## config.mk

```make
export PLATFORM = sky130hd
export DESIGN_NAME = fir_seq_ctrl
export DESIGN_NICKNAME = d
export VERILOG_FILES = /design/src/rtl/fir_pkg.sv /design/src/rtl/fir_mac_step.sv /design/src/rtl/fir_seq_ctrl.sv
export SDC_FILE = /design/constraint.sdc
export NUM_CORES = 1
export LEC_CHECK = 0
export BUFFER_PORTS_ARGS = -buffer_cell sky130_fd_sc_hd__buf_4
export CORE_MARGIN = 2
export CORE_UTILIZATION = 40
export DETAILED_ROUTE_END_ITERATION = 7
export HOLD_SLACK_MARGIN = 0.06
export SLEW_MARGIN = 15
export SYNTH_ARGS = -nofsm -noshare
export SYNTH_HDL_FRONTEND = slang
export SYNTH_HIERARCHICAL = 1
export SYNTH_SLANG_ARGS = --single-unit
```

## constraint.sdc

```tcl
create_clock -name clk -period 5.7 [get_ports clk]
set_clock_uncertainty 0.15 [all_clocks]
set_input_delay 0.285 -clock clk [delete_from_list [all_inputs] [get_ports clk]]
set_output_delay 0.285 -clock clk [all_outputs]
set_load 0.01 [all_outputs]
```

## src/rtl/fir_pkg.sv

```systemverilog
// -----------------------------------------------------------------------------
// fir_pkg
// Shared definitions for the time-multiplexed FIR sequencer.
//   - fir_state_e : tap-sequencing FSM states
//   - NTAPS_DEF   : default number of taps
//   - DW_DEF      : default sample / coefficient / output width
//   - COEF_RESET  : value every coefficient takes on reset
// -----------------------------------------------------------------------------
package fir_pkg;

    localparam int NTAPS_DEF  = 3;
    localparam int DW_DEF     = 8;
    localparam int COEF_RESET = 1;

    typedef enum logic [1:0] {
        ST_IDLE = 2'b00,
        ST_RUN  = 2'b01,
        ST_DONE = 2'b10
    } fir_state_e;

endpackage : fir_pkg

```

## src/rtl/fir_mac_step.sv

```systemverilog
// -----------------------------------------------------------------------------
// fir_mac_step
// One combinational multiply-accumulate step: o_acc = i_acc + low_DW(i_coef * i_sample).
// This is the only multiplier and adder of the FIR sequencer; every tap is
// pushed through it in turn. All arithmetic wraps modulo 2^DW.
// Ports:
//   i_acc    in  DW  running accumulator
//   i_coef   in  DW  coefficient b[k]
//   i_sample in  DW  delay-line sample x[k]
//   o_acc    out DW  updated accumulator
// -----------------------------------------------------------------------------
module fir_mac_step
    import fir_pkg::*;
#(
    parameter int DW = DW_DEF
) (
    input  logic [DW-1:0] i_acc,
    input  logic [DW-1:0] i_coef,
    input  logic [DW-1:0] i_sample,
    output logic [DW-1:0] o_acc
);

    // The DW-wide evaluation context keeps only the low DW bits of the product,
    // which is exactly the truncation the filter arithmetic calls for.
    logic [DW-1:0] w_prod;

    assign w_prod = i_coef * i_sample;
    assign o_acc  = i_acc + w_prod;

endmodule : fir_mac_step

```

## src/rtl/fir_seq_ctrl.sv

```systemverilog
// -----------------------------------------------------------------------------
// fir_seq_ctrl
// Time-multiplexed NTAPS-tap FIR: one output per accepted input sample, computed
// one tap per cycle through a single shared multiply-accumulate step.
// Owns the sample delay line, the coefficient register file and the FSM.
// Ports:
//   clk       in  1   clock, rising edge
//   rst_n     in  1   synchronous reset, active-high (1 = reset)
//   in_valid  in  1   input sample valid
//   in_ready  out 1   block can accept a sample (IDLE only)
//   in_data   in  DW  input sample x[n], unsigned
//   out_valid out 1   output sample valid
//   out_ready in  1   downstream accepts output
//   out_data  out DW  y[n], unsigned, wraps modulo 2^DW
//   cfg_we    in  1   coefficient write strobe
//   cfg_addr  in  AW  coefficient index k
//   cfg_data  in  DW  coefficient value b[k]
//   cfg_err   out 1   one-cycle pulse: a cfg write was dropped
//   busy      out 1   high in RUN or DONE
// -----------------------------------------------------------------------------
module fir_seq_ctrl
    import fir_pkg::*;
#(
    parameter int NTAPS = NTAPS_DEF,
    parameter int DW    = DW_DEF,
    parameter int AW    = $clog2(NTAPS)
) (
    input  logic          clk,
    input  logic          rst_n,
    input  logic          in_valid,
    output logic          in_ready,
    input  logic [DW-1:0] in_data,
    output logic          out_valid,
    input  logic          out_ready,
    output logic [DW-1:0] out_data,
    input  logic          cfg_we,
    input  logic [AW-1:0] cfg_addr,
    input  logic [DW-1:0] cfg_data,
    output logic          cfg_err,
    output logic          busy
);

    localparam logic [AW-1:0] K_LAST  = AW'(NTAPS - 1);
    localparam logic [31:0]   NTAPS_U = 32'(NTAPS);

    // ---------------------------------------------------------------- state
    fir_state_e    r_state;
    fir_state_e    w_state_nxt;

    logic [DW-1:0] r_x    [NTAPS];
    logic [DW-1:0] r_coef [NTAPS];
    logic [DW-1:0] r_acc;
    logic [AW-1:0] r_k;
    logic [DW-1:0] r_out_data;
    logic          r_out_valid;
    logic          r_in_ready;
    logic          r_busy;
    logic          r_cfg_err;

    // ---------------------------------------------------------------- controls
    logic          w_shift;      // accept sample: shift delay line, clear acc
    logic          w_step;       // one MAC step this cycle
    logic          w_out_load;   // last tap: latch result
    logic          w_out_clr;    // result consumed downstream
    logic          w_addr_ok;
    logic          w_cfg_ok;
    logic [DW-1:0] w_coef_sel;
    logic [DW-1:0] w_x_sel;
    logic [DW-1:0] w_mac;

    assign w_addr_ok  = (32'(cfg_addr) < NTAPS_U);
    assign w_cfg_ok   = (r_state == ST_IDLE) && w_addr_ok;
    assign w_coef_sel = r_coef[r_k];
    assign w_x_sel    = r_x[r_k];

    fir_mac_step #(
        .DW (DW)
    ) u_mac (
        .i_acc    (r_acc),
        .i_coef   (w_coef_sel),
        .i_sample (w_x_sel),
        .o_acc    (w_mac)
    );

    // FSM state register
    always_ff @(posedge clk) begin
        if (rst_n) begin
            r_state <= ST_IDLE;
        end else begin
            r_state <= w_state_nxt;
        end
    end

    // FSM next-state and datapath control decode
    always_comb begin
        w_state_nxt = r_state;
        w_shift     = 1'b0;
        w_step      = 1'b0;
        w_out_load  = 1'b0;
        w_out_clr   = 1'b0;
        case (r_state)
            ST_IDLE: begin
                if (in_valid && r_in_ready) begin
                    w_shift     = 1'b1;
                    w_state_nxt = ST_RUN;
                end else begin
                    w_state_nxt = ST_IDLE;
                end
            end
            ST_RUN: begin
                w_step = 1'b1;
                if (r_k == K_LAST) begin
                    w_out_load  = 1'b1;
                    w_state_nxt = ST_DONE;
                end else begin
                    w_state_nxt = ST_RUN;
                end
            end
            ST_DONE: begin
                // Returning to IDLE takes this edge, so no sample is taken
                // in the cycle out_valid drops.
                if (out_ready) begin
                    w_out_clr   = 1'b1;
                    w_state_nxt = ST_IDLE;
                end else begin
                    w_state_nxt = ST_DONE;
                end
            end
            default: begin
                w_state_nxt = ST_IDLE;
            end
        endcase
    end

    // Delay line: newest sample enters at x[0] on each accepted input
    always_ff @(posedge clk) begin
        if (rst_n) begin
            for (int i = 0; i < NTAPS; i++) begin
                r_x[i] <= {DW{1'b0}};
            end
        end else if (w_shift) begin
            for (int i = NTAPS - 1; i > 0; i--) begin
                r_x[i] <= r_x[i-1];
            end
            r_x[0] <= in_data;
        end
    end

    // Coefficient register file, writable only from IDLE with an in-range address
    always_ff @(posedge clk) begin
        if (rst_n) begin
            for (int i = 0; i < NTAPS; i++) begin
                r_coef[i] <= DW'(COEF_RESET);
            end
        end else if (cfg_we && w_cfg_ok) begin
            r_coef[cfg_addr] <= cfg_data;
        end
    end

    // Dropped-write flag, high for the cycle after the rejected strobe
    always_ff @(posedge clk) begin
        if (rst_n) begin
            r_cfg_err <= 1'b0;
        end else begin
            r_cfg_err <= cfg_we && !w_cfg_ok;
        end
    end

    // Accumulator and tap index
    always_ff @(posedge clk) begin
        if (rst_n) begin
            r_acc <= {DW{1'b0}};
            r_k   <= {AW{1'b0}};
        end else if (w_shift) begin
            r_acc <= {DW{1'b0}};
            r_k   <= {AW{1'b0}};
        end else if (w_step) begin
            r_acc <= w_mac;
            // Park the index at 0 after the last tap so it never leaves the array.
            r_k   <= (r_k == K_LAST) ? {AW{1'b0}} : (r_k + AW'(1));
        end
    end

    // Output register: result captured on the last tap, held through DONE
    always_ff @(posedge clk) begin
        if (rst_n) begin
            r_out_data  <= {DW{1'b0}};
            r_out_valid <= 1'b0;
        end else if (w_out_load) begin
            r_out_data  <= w_mac;
            r_out_valid <= 1'b1;
        end else if (w_out_clr) begin
            r_out_valid <= 1'b0;
        end
    end

    // Handshake/status flags registered from the next state
    always_ff @(posedge clk) begin
        if (rst_n) begin
            r_in_ready <= 1'b1;
            r_busy     <= 1'b0;
        end else begin
            r_in_ready <= (w_state_nxt == ST_IDLE);
            r_busy     <= (w_state_nxt != ST_IDLE);
        end
    end

    assign in_ready  = r_in_ready;
    assign out_valid = r_out_valid;
    assign out_data  = r_out_data;
    assign cfg_err   = r_cfg_err;
    assign busy      = r_busy;

endmodule : fir_seq_ctrl

```

# == Word level (Yosys, flattened, before mapping) ==
# Memory sizes are Yosys's and may differ from the RTL's. A register that Yosys moved wholly into a read port is not among the register bits.
# Cells that the tools add are included.
# totals
reg_bits,24
mem_bits_rw,48
input_bits,23
word_cells,63
memories,2
# mem_list
name,words,word_bits,rd,rd_ports_with_merged_regs,write_ports,line_no,source
r_coef,3,8,1,1,3,fir_seq_ctrl.sv:51,logic [DW-1:0] r_coef [NTAPS];
r_x,3,8,3,1,3,fir_seq_ctrl.sv:50,logic [DW-1:0] r_x [NTAPS];
# op_classes
addsub,2
n_mul,1
order_cmp,1
n_eq_ne,3
mux,32
n_bitwise,3
reduce_logical,11
# ops
op,n
8-bit two-way mux,4
1-bit two-way mux,19
2-bit two-way mux,8
8-bit adder,1
8-bit by 8-bit multiplier with 8-bit output,1
8-bit OR reduction,1
2-bit case mux with 3 select lines,1
"2-bit equality test, second input constant",2
1-bit logical AND,4
2-bit zero test,2
2-bit nonzero test,2
1-bit bitwise OR,3
"2-bit by 1-bit adder with 2-bit output, second input constant",1
"2-bit by 1-bit equality test with 1-bit output, second input constant",1
"2-bit less-than comparator, second input constant",1
2-bit OR reduction,1
1-bit zero test,1

# == Depth between registers and ports, before layout ==
# Gate-level depths: netlist (run 1).
# depth
word_depth,8
ltp_mapped,20
mapped_depth_nobuf,18

# == Modules after synthesis ==
# The synthesis (run 1) kept the hierarchy.
# by_module_without_submodules
module,n_inst,cells_per_inst,area_per_inst_um2
fir_seq_ctrl,1,260,3357.0
fir_mac_step,1,127,1069.8

# == Worst setup path before layout (run 1) ==
# Ideal clock, no wire load.
# synth_timing
kind,register to register
startpoint,register (tool-made name)
endpoint,register r_acc[7]
setup_time_ps,70
t_arrival_ps,4608
required_time_ps,5480
setup_slack_ps,873
stages_incl_launch_ff,19
path_buffers,2
period_less_slack_ps,4827
path_cell_list,dfxtp_1 buf_2 buf_2 mux2i_1 o21ai_0 nand2_1 fa_1 inv_1 fa_1 inv_1 fa_1 fa_1 inv_1 ha_1 a21oi_1 xnor2_1 xnor2_1 nand2_1 a21oi_1
# synth_lines
element,line_no,source
to (signal assigned),fir_seq_ctrl.sv:172,r_acc <= {DW{1'b0}};
to (signal assigned),fir_seq_ctrl.sv:175,r_acc <= {DW{1'b0}};
to (signal assigned),fir_seq_ctrl.sv:178,r_acc <= w_mac;
to (decl),fir_seq_ctrl.sv:52,logic [DW-1:0] r_acc;

==> flow_metrics.tcl, run 1 <==
set metrics [dict create \
    synth_edf_count 56 \
    dp_hpwl_mm 5.96 \
    synth_xor_area_share_pct 3.56 \
    die_w_um 109 \
    period_needed_ns 4.91 \
    synth-simple-area-share_pct 18.8 \
    finalPower_mw 1.72 \
    netlist_top_cells_area "edfxtp_1, dfxtp_1, fa_1" \
    cts_buffers 9 \
    dieArea_um2 11900 \
    timing_max_transition_violations_final 0 \
    fp-row-count 38 \
    num_antenna_cells 0 \
    synth_top_area_share_pct 38.0 \
    synth_cell_type_count 36 \
    drive_gt1_share_pct 17.0 \
    synthCells 387 \
    ys_warn_count 6 \
    finalCritPeriodShare_pct 86.2 \
    status "complete, no violations" \
    fillers 982 \
    yosysTopAreaCell "edfxtp_1" \
    fmax_ghz 0.204 \
    met1_usage_pct 20.9 \
    h-tree-depth 3 \
    seq_area_frac_synth_pct 49.7 \
    synth_compound_area_share_pct 4.32 \
    wl_per_cell_um 14.1 \
    power_density_nw_per_um2 328 \
    yosysMostFrequentCell "nand2_1" \
    leakagePower_nw 2.09 \
    start_util_pct 40.8 \
    multi_input_area_um2 2050 \
    cts.clk_slew.worst_paths_ns 0.09 \
    grtUsageMet3_pct 2.87 \
    synth_ff_type "edfxtp_1" \
    grt-busiest-layer "met2" \
    cp_num_buf_inv 3 \
    finalHoldViolCount 0 \
    ys_async_sr_fraction_pct 0 \
    drtAntennaViolNets 0 \
    synth.avg_cell_area_um2 11.4 \
    crit_top_cell "fa_1" \
    clockBufferDepth 2 \
    drt_wl_total_mm 8.26 \
    cts.sink_count 82 \
    finalNonFillerCells 587 \
    boundaryPins 35 \
    setup_violations 0 \
    crit_required_ns 5.83 \
    gp_congestion 0.794 \
    hold_path.class "input port to flip-flop" \
    placement.cell_area_um2 4830 \
    critPathTopFamily "adder cells" \
    antenna_found_initial 0 \
    path_cells "o21ai_0 > nand2_1 > fa_1 > inv_1 > fa_1 > inv_1 > fa_1 > fa_1 > inv_1 > ha_1 > a21oi_1 > xnor2_1 > xnor2_1 > nand2_1 > a21oi_1" \
    slew_headroom_pct 41.5 \
    vias 2720 \
    cp.arrival_ns 5.04 \
    cpPeakStageDelay_ns 0.80 \
    clock_latency_ns 0.35 \
    gr-usage-all-layers_pct 15.7 \
    fin_setup_tns_ns 0 \
    io_buffer_count 34 \
    synthAdderAreaFrac_pct 12.9 \
    ir_drop_mv 0.141 \
    grt_pass1_wl_mm 14.2 \
    fp.coreArea_um2 10800 \
    synth_top_family_by_area "simple AND/OR/NAND/NOR gates" \
    synthTopCellsByCount "nand2_1, and2_1, edfxtp_1" \
    grt_pass1_vias 2956 \
    via_per_inst 4.63 \
    postCtsSetupRepairBufs 0 \
    die_height_um 109 \
    cts_root_buf "clkbuf_8" \
    areaGrowthSynthToFinish_pct 18.2 \
    drtIter0Drc 119 \
    synth_area_um2 4430 \
    grt_max_degree 35 \
    critical_path_class "flip-flop to flip-flop" \
    nets 500 \
    crit_slowest_cell "o21ai_0" \
    worst_slew_pin_slew_ns 0.868 \
    grt.met2_usage_pct 26.0 \
    overflow 0 \
    drt_pre_antenna_iters 4 \
    cts_tree "done" \
    dp.cells 555 \
    end_kind "flip-flop" \
    rsz0062_at_grt "false" \
    muxShareOfSynthArea_pct 6.11 \
    ys_seq_elements 82 \
    design_area_um2 5230 \
    cp_max_fo 19 \
    cp-start-kind "flip-flop" \
    cap_violations 0 \
    drc 0 \
    seqCellArea_um2 2200 \
]
-- stage by stage --
stage	worst slack (ns)	utilization (%)	hold WS, ns
floorplan	0.873	-	0.234
global placement	0.845	44.6	0.295
detailed placement	0.765	44.6	0.300
CTS	0.749	48.3	0.0626
global route	0.378	48.3	0.0692
finish	0.789	48.3	0.0760
-- final cells by class --
type                       instances  area share, %
tap                              140           3.35
timing repair buffer              52           8.22
inverter                          35           2.51
clock buffer                       9           2.37
multi-input combinational        262           39.2
clock inverter                     7           2.25
sequential                        82           42.1
-- power breakdown --
group          internal (mW)  switching (mW)  leakage (nW)
logic                  0.221           0.277          1.19
registers              0.688          0.0253         0.786
clock network          0.290           0.215         0.113
-- cell families (layout without fill, tap and decap cells) --
group / Yosys count / after routing
buffers and inverters: 50 / 103
adders and majority gates: 35 / 35
muxes: 17 / 17
and+or+nand+nor: 148 / 148
other: 1 / 8
AOI/OAI and AO/OA: 36 / 36
DFF: 82 / 82
xor gates and xnor gates: 18 / 18
-- flip-flops by register name, summed over array words and instances (netlist names), named ones only --
| signal | count |
|---|---|
| r_coef | 32 |
| r_x | 24 |
| out_data | 8 |
| r_acc | 8 |
| r_k | 2 |
| r_state | 2 |
| busy | 1 |
| cfg_err | 1 |
| in_ready | 1 |
| out_valid | 1 |
-- layer usage --
layer	vias up	routed length (um)
met1	1311	3980
li1	1378	-
met5	-	0
met3	7	174
met4	0	89
met2	24	4010
-- layout by cell type (no fill, tap or decap), types with 9 or more instances in the layout --
master,synthesis,routed
mux2i_1,9,9
nand2_1,61,61
and2_1,56,56
ha_1,17,17
clkbuf_8,0,9
buf_4,0,36
xnor2_1,17,17
dlygate4sd3_1,0,16
a21oi_1,23,23
edfxtp_1,56,56
inv_1,35,35
dfxtp_1,26,26
fa_1,18,18
o21ai_0,9,9
-- path summary, 6_finish.rpt --
path,endpoint,depth (start not counted),from,slack [ns]
worst min register to register,out_data[2],2,out_data[2],0.31
worst max register to register,r_acc[7],15,flip-flop,0.79
worst max-delay path,r_acc[7],15,flip-flop,0.79
worst min-delay path,r_x[0][3],2,in_data[3],0.08
-- what timing repair did --
item                                   CTS  global route
hold buffers                            16             0
resized for setup                        0             0
endpoints found under the hold margin   16             0
Note: power is estimated with default switching activity, not from simulation.
==> run 2: changes to the inputs <==
--- a/config.mk
+++ b/config.mk
@@ -6,8 +6,10 @@
 export NUM_CORES = 1
 export LEC_CHECK = 0
 export BUFFER_PORTS_ARGS = -buffer_cell sky130_fd_sc_hd__buf_4
+export CORE_ASPECT_RATIO = 1.5
 export CORE_MARGIN = 2
 export CORE_UTILIZATION = 40
+export CTS_CLUSTER_SIZE = 8
 export DETAILED_ROUTE_END_ITERATION = 7
 export HOLD_SLACK_MARGIN = 0.06
 export SLEW_MARGIN = 15
==> run 2 against run 1 <==
Effect of this change:
- critical path depth stayed put
- flip-flop and latch count stayed put
- combinational power hardly changed
- fmax is 2.4% lower
- final cell count is 0.17% lower
- utilization is 0.60 points lower
- global-route usage is 0.94 points lower
- sequential power hardly changed
- register-to-register slack worse by 0.12 ns
- wire length is 1.9% lower
- largest cell class unchanged
- largest power group unchanged
==> flow_metrics.tcl, run 2 (synthesis gave the netlist of run 1 again) <==
set metrics [dict create \
    status "complete, no violations" \
    critPathTopFamily "adder cells" \
    most-common-layout-cells "nand2_1, and2_1, edfxtp_1" \
    power_density_nw_per_um2 339 \
    h-tree-depth 3 \
    worst_slew_pin_slew_ns 0.952 \
    fin_setup_tns_ns 0 \
    rsz0062_at_grt "false" \
    drtIter0Drc 95 \
    p_int_mw 1.24 \
    num_antenna_cells 0 \
    timing_max_transition_violations_final 0 \
    r2r_setup_slack_ns 0.67 \
    dp_hpwl_mm 6.11 \
    cp_max_fo 24 \
    slew_headroom_pct 35.9 \
    hold_start "in_data[3]" \
    largest-register "r_coef" \
    clock_latency_ns 0.33 \
    drc 0 \
    drive_gt1_share_pct 17.1 \
    cts.clk_slew.worst_paths_ns 0.06 \
    end_kind "flip-flop" \
    grt_pass1_wl_mm 13.7 \
    vias 2717 \
    cpPeakStageDelay_ns 0.88 \
    areaGrowthSynthToFinish_pct 17.8 \
    leakagePower_nw 2.09 \
    via_per_inst 4.64 \
    cts_buffers 9 \
    dieArea_um2 11900 \
    wl_per_cell_um 13.8 \
    p_clk_share_pct 31.3 \
    final_core_util_pct 47.7 \
    clockBufferDepth 2 \
    drt_pre_antenna_iters 4 \
    cts_root_buf "clkbuf_16" \
    cp.arrival_ns 5.14 \
    finalCritPeriodShare_pct 88.3 \
    hold_path.class "input port to flip-flop" \
    drt_wl_total_mm 8.10 \
    postCtsSetupRepairBufs 0 \
    final_common_cell "nand2_1" \
    fp.coreArea_um2 10900 \
    overflow 0 \
    period_needed_ns 5.03 \
    pwr-share-seq_pct 40.4 \
    grt_max_degree 35 \
    seqCellArea_um2 2200 \
    p_sw_share_pct 29.9 \
    antenna_found_initial 0 \
    cp-start-kind "flip-flop" \
    crit_required_ns 5.81 \
    path_cells "o21ai_0 > nand2_1 > fa_1 > inv_1 > fa_1 > inv_1 > fa_1 > fa_1 > inv_1 > ha_1 > a21oi_1 > xnor2_1 > xnor2_1 > nand2_1 > a21oi_1" \
    start_util_pct 40.5 \
    p_comb_share_pct 28.2 \
    die_height_um 133 \
    cts_tree "done" \
    top_regs "r_coef (32), r_x (24)" \
    finalHoldViolCount 0 \
    boundaryPins 35 \
    placement.cell_area_um2 4830 \
    largest_register_ffs 32 \
    gr-usage-all-layers_pct 14.7 \
    grt_pass1_vias 2863 \
    drtAntennaViolNets 0 \
    p_sw_uw 528 \
    fillers 1056 \
    reg2reg_to "r_acc[7]" \
    multi_input_area_um2 2050 \
    critical_path_class "flip-flop to flip-flop" \
    gp_congestion 0.792 \
    finalPower_mw 1.77 \
    ir_drop_mv 0.179 \
    cts.sink_count 82 \
    nets 492 \
    die_w_um 89.9 \
    crit_top_cell "fa_1" \
    crit_slowest_cell "o21ai_0" \
    fp-row-count 47 \
    setup_violations 0 \
    cap_violations 0 \
    cp_num_buf_inv 3 \
    holdPathStages 2 \
    reg2reg_depth 15 \
    io_buffer_count 34 \
    hold_end "r_x[0][3]" \
    fmax_ghz 0.199 \
    design_area_um2 5220 \
]
[run 2: cell count changes in the layout (fill, tap and decap cells not counted)]
cell	change
buf_4	-1
bufinv_16	-3
clkbuf_1	+1
clkbuf_16	+10
clkbuf_8	-8
clkinv_1	-1
clkinv_2	+2
clkinv_4	-1
clkinvlp_4	-1
dlygate4sd3_1	-7
inv_4	+1
[run 2: cell type report]
cell class	instances	area share, %
multi-input combinational	262	39.4
inverter	35	2.52
timing repair buffer	44	6.77
sequential	82	42.2
tap	147	3.53
clock buffer	12	5.13
clock inverter	4	0.456
[run 2: layer usage]
layer,vias to the layer above,global-route usage [%],share of wire (%)
li1,1370,-,-
met1,1306,16.2,40
met2,26,27.3,55
met3,15,2.73,1.7
met4,0,6.84,2.5
met5,-,0,0
[run 2: power by group through the flow]
stage               Clock (mW)  Sequential, mW  Combinational (mW)
floorplan                    0           0.718               0.383
global placement             0           0.727               0.497
detailed placement           0           0.728               0.503
CTS                      0.566           0.716               0.511
global route             0.589           0.722               0.564
finish                   0.554           0.715               0.499
[run 2: worst max path at each step]
stage / start / endpoint / slack, ns / cells after the start
after floorplan: flip-flop / r_acc[7] / 0.87 / 18
after global placement: flip-flop / r_acc[7] / 0.68 / 15
after detailed placement: flip-flop / out_data[7] / 0.62 / 15
after CTS: flip-flop / out_data[7] / 0.60 / 15
after global routing: flip-flop / out_data[7] / 0.26 / 16
final: flip-flop / r_acc[7] / 0.67 / 15
[run 2: through the flow]
step                instances  setup WS (ns)  hold WS [ns]
floorplan                 394          0.873         0.234
global placement          561          0.675         0.295
detailed placement        561          0.617         0.297
CTS                       586          0.597        0.0633
global route              586          0.260        0.0724
finish                    586          0.667        0.0760
[run 2: what timing repair did]
item | 4_1_cts | 5_1_grt
gates resized for setup | 0 | 0
hold buffers | 9 | 0
hold endpoints to repair | 9 | 0
endpoints found under the setup margin | 0 | 0
